**src/rtl/i2c_bus_arbiter.sv**
```systemverilog
// Two-requester round-robin arbiter in front of an I2C master engine.
// Latches the winner's transaction fields, issues a start once the engine
// is free, waits for completion or a tick-based timeout, and returns
// done/err/rdata to the granted requester.
module i2c_bus_arbiter #(
    parameter logic [7:0] TIMEOUT_TICKS = 8'd200
) (
    input  logic       clk_in,
    input  logic       rst_in,
    input  logic       tick_in,
    input  logic [1:0] req,
    input  logic [6:0] dev_addr0,
    input  logic [6:0] dev_addr1,
    input  logic [7:0] reg_addr0,
    input  logic [7:0] reg_addr1,
    input  logic [7:0] wdata0,
    input  logic [7:0] wdata1,
    input  logic       rw0,
    input  logic       rw1,
    output logic [1:0] gnt,
    output logic [1:0] done,
    output logic [1:0] err,
    output logic [7:0] rdata,
    output logic       m_start,
    output logic       m_abort,
    output logic [6:0] m_dev_addr,
    output logic [7:0] m_reg_addr,
    output logic [7:0] m_wdata,
    output logic       m_rw,
    input  logic       m_busy,
    input  logic       m_done,
    input  logic       m_ack_err,
    input  logic [7:0] m_rdata
);

    typedef enum logic [1:0] {StIdle, StIssue, StWait, StComplete} state_e;

    state_e     state_q;
    logic [7:0] tmo_cnt_q;
    logic       last_q;   // requester served most recently
    logic       owner_q;  // requester owning the current transaction
    logic       winner;

    // Round-robin pick: on contention the requester not served last wins.
    always_comb begin
        winner = 1'b0;
        if (req == 2'b11) begin
            winner = ~last_q;
        end else if (req == 2'b10) begin
            winner = 1'b1;
        end
    end

    // Arbitration FSM with registered outputs; pulses default low each cycle.
    always_ff @(posedge clk_in) begin
        if (rst_in) begin
            state_q    <= StIdle;
            tmo_cnt_q  <= 8'd0;
            last_q     <= 1'b1;
            owner_q    <= 1'b0;
            gnt        <= 2'b00;
            done       <= 2'b00;
            err        <= 2'b00;
            rdata      <= 8'h00;
            m_start    <= 1'b0;
            m_abort    <= 1'b0;
            m_dev_addr <= 7'h00;
            m_reg_addr <= 8'h00;
            m_wdata    <= 8'h00;
            m_rw       <= 1'b0;
        end else begin
            m_start <= 1'b0;
            m_abort <= 1'b0;
            done    <= 2'b00;
            err     <= 2'b00;
            case (state_q)
                StIdle: begin
                    if (req != 2'b00) begin
                        owner_q    <= winner;
                        gnt        <= winner ? 2'b10 : 2'b01;
                        m_dev_addr <= winner ? dev_addr1 : dev_addr0;
                        m_reg_addr <= winner ? reg_addr1 : reg_addr0;
                        m_wdata    <= winner ? wdata1 : wdata0;
                        m_rw       <= winner ? rw1 : rw0;
                        state_q    <= StIssue;
                    end
                end
                StIssue: begin
                    if (!m_busy) begin
                        m_start   <= 1'b1;
                        tmo_cnt_q <= 8'd0;
                        state_q   <= StWait;
                    end
                end
                StWait: begin
                    // Engine completion takes priority over a same-cycle timeout.
                    if (m_done) begin
                        rdata   <= m_rdata;
                        done    <= gnt;
                        err     <= m_ack_err ? gnt : 2'b00;
                        state_q <= StComplete;
                    end else if (tmo_cnt_q == TIMEOUT_TICKS) begin
                        m_abort <= 1'b1;
                        done    <= gnt;
                        err     <= gnt;
                        state_q <= StComplete;
                    end else if (tick_in) begin
                        // Reaching TIMEOUT_TICKS leaves WAIT, so the count never wraps.
                        tmo_cnt_q <= tmo_cnt_q + 8'd1;
                    end
                end
                StComplete: begin
                    gnt     <= 2'b00;
                    last_q  <= owner_q;
                    state_q <= StIdle;
                end
                default: state_q <= StIdle;
            endcase
        end
    end

endmodule

```
**config.mk**
```make
export PLATFORM = sky130hd
export DESIGN_NAME = i2c_bus_arbiter
export DESIGN_NICKNAME = d
export VERILOG_FILES = /design/src/rtl/i2c_bus_arbiter.sv
export SDC_FILE = /design/constraint.sdc
export NUM_CORES = 1
export LEC_CHECK = 0
export ABC_AREA = 1
export ABC_CLOCK_PERIOD_IN_PS = 2090
export BUFFER_PORTS_ARGS = -buffer_cell sky130_fd_sc_hd__clkbuf_2
export CAP_MARGIN = 10
export CELL_PAD_IN_SITES_DETAIL_PLACEMENT = 1
export CELL_PAD_IN_SITES_GLOBAL_PLACEMENT = 1
export CORE_ASPECT_RATIO = 1.75
export CORE_UTILIZATION = 32
export DETAILED_ROUTE_END_ITERATION = 7
export PLACE_DENSITY_LB_ADDON = 0.15
export SLEW_MARGIN = 10
export SYNTH_ARGS = -nofsm -noshare
export SYNTH_HDL_FRONTEND = slang
export SYNTH_SLANG_ARGS = --single-unit
```
**constraint.sdc**
```tcl
create_clock -name clk_in -period 2.09 [get_ports clk_in]
set_input_delay 0.418 -clock clk_in [delete_from_list [all_inputs] [get_ports clk_in]]
set_output_delay 0.418 -clock clk_in [all_outputs]
set_load 0.005 [all_outputs]
```
==> reports/results.txt <==
Run status: complete, no violations
Detailed Route WL: 6770 um
EDFF count, synth: 0
Final hold viol count: 0
Global Route Usage Sum: 19.2%
CP Capture Type: flip-flop
Post-synthesis cell count: 325
Unique cell type count in the Yosys netlist: 24
Mean Syn Cell Area: 7.20 um2
Num CTS Buffers: 5
Area growth syn-to-layout: 32.7%
DR pass1 iterations: 4
Starting density of the core: 33.6%
Final Max Tran Viols: 0
Row count: 40
Leakage: 1.53 nW
Main area contributors after synthesis: dfxtp_1, nand2_1, o21ai_0
Largest net degree at the start of global routing: 35
Setup WS pre-CTS: 0.374 ns
Max Cap Viol: 0
Worst slew pin tran: 0.366 ns
Die area: 7670 um2
Clock Latency Late Sink: 0.29 ns
Syn_nets: 396
PD cells: 1190 nW/um2
Top cell by count, worst path: nand2_1
Fin Setup TNS: 0 ns
Clk root buf: clkbuf_16
Drt drc: 0
Final worst setup slack: 0.395 ns
Final GP Congestion: 0.706
I/O Buffers: 103
Top FF cell, synth: dfxtp_1
Detailed Place HPWL: 5280 um
Crit share post-route: 81.1%
Synth cell count leaders: nand2_1, dfxtp_1, nor2_1, o21ai_0, a31oi_1
Initial antenna violation count: 0
Via/cell ratio: 4.84
Clock Path Buffers: 2
Die height: 115 um
Clock skew: 0.00420 ns
Yosys top cell area share: 44.5%
FILL cells: 942
Ant diodes: 0
Min cycle time layout: 1.69 ns
CTS resizes: 0
Top-Level Pins: 104
Crit path DAT: 1.89 ns
WS Path Type: reg2reg
Highest clock rate: 590 MHz
Number of global-route vias before repair: 2598
Max VDD drop: 0.473 mV
#FFs+latches synth: 52
Worst slew margin: 75.3%
Slowest-stage cell, CP: dfxtp_1
Final antenna-violating net count: 0
Yosys warns: 0
Max stage delay on crit path: 0.36 ns
Total gr overflow: 0
Crit-path cells: inv_1, ha_1, nand2_4, inv_6, nor3_4, nand2_4, nand2_1, nand2_1, nand2_1, inv_1
CTS tree: built
Worst hold path type: in2reg
Initial drt markers: 47
Synthesized area: 2340 um2
RSZ-0062 raised after global routing: false
Postcts setup bufs: 0
Post-synth top area cell: dfxtp_1
Nets: 498
Setup crit start kind: flip-flop
First-pass GRT wire length: 11200 um
Setup violators final: 0
H-tree Lvls: 2
Avg WL per Cell: 13.2 um
Worst-path maximum fanout: 9
Vias: 2477
WP data required: 2.28 ns
Post-synthesis sequential area ratio: 44.5%
Core ar.: 6960 um2
Post-cts hold buffer count: 0
Most frequent cell after synthesis: nand2_1
Die width: 66.6 um
Clk sinks: 52
Layout cells sized above 1: 29.2%
Clock slew at reported path FFs: 0.07 ns
Async SR Flop Fraction: 0%
[final cells by class]
| class | count | area [um2] | area share, % |
|---|---|---|---|
| repair buffers | 110 | 581 | 18.7 |
| flip-flops and latches | 52 | 1040 | 33.5 |
| clock buffers | 8 | 146 | 4.71 |
| well taps | 84 | 105 | 3.38 |
| multi-input cells | 232 | 1130 | 36.4 |
| inverters | 26 | 103 | 3.30 |
[power by group]
group / internal (W) / switching, W
Sequential: 0.00127 / 0.000156
Combinational: 0.000579 / 0.000850
Clock: 0.000478 / 0.000353
[critical path: cells and delay by family, from the launching register on]
kind,cells,cell delay (ns)
adder cells (fa/ha/maj),1,0.26
flip-flops,1,0.36
buffers and inverters,3,0.19
AND/OR/NAND/NOR,6,0.78
[flip-flops by register name, indices dropped and copies added (netlist names), 2 cells and up]
| signal | cells |
|---|---|
| done | 2 |
| err | 2 |
| gnt | 2 |
| m_dev_addr | 7 |
| m_reg_addr | 8 |
| m_wdata | 8 |
| rdata | 8 |
| state_q | 2 |
| tmo_cnt_q | 8 |
[cells in the final DEF (no fill, tap or decap)]
cell	Yosys	routed
clkbuf_2	0	103
nand2_1	90	90
dfxtp_1	52	52
nor2_1	37	37
o21ai_0	34	34
a31oi_1	24	24
inv_1	23	23
nand3_1	17	17
a21oi_1	13	13
ha_1	7	7
buf_4	1	6
clkbuf_16	0	5
nand2_4	3	3
inv_2	2	2
clkbuf_1	8	2
inv_6	1	1
nor4_1	1	1
a21oi_2	1	1
nor2_4	0	1
nor3_4	1	1
nand4_1	1	1
nor3b_1	1	1
o21ai_1	1	1
clkbuf_8	0	1
buf_12	0	1
[cells by family after synthesis]
logic type,synth area share [%]
compound gates,17.1
fa+ha+maj,3.74
buf+inv,7.43
flops,44.5
simple gates,27.3
[stage by stage]
stage          total power (W)  std cells  util [%]  cell area, um2  hold slack [ns]
2_1_floorplan          0.00235        325         -            2340            0.432
3_3_place_gp           0.00286        504      42.5            2960            0.458
3_5_place_dp           0.00291        504      42.5            2960            0.456
4_1_cts                0.00376        512      44.6            3110            0.301
5_1_grt                0.00400        512      44.6            3110            0.306
6_report               0.00369        512      44.6            3110            0.303
[metal layers]
metal / up-vias / global-route usage (%) / wire length, um
li1: 1268 / - / -
met1: 1144 / 18.2 / 2470
met2: 56 / 37.3 / 3870
met3: 9 / 4.56 / 286
met4: 0 / 8.09 / 135
met5: - / 0 / 0
[final timing paths]
| kind | slack [ns] | depth (start not counted) | startpoint | to |
|---|---|---|---|---|
| worst min-delay path | 0.30 | 2 | m_busy | m_start |
| worst max register to register | 0.40 | 10 | state_q[0] | tmo_cnt_q[5] |
| worst min register to register | 0.48 | 2 | gnt[1] | gnt[1] |
| worst max-delay path | 0.40 | 10 | state_q[0] | tmo_cnt_q[5] |
No activity file was read; power rests on OpenSTA's default activity.
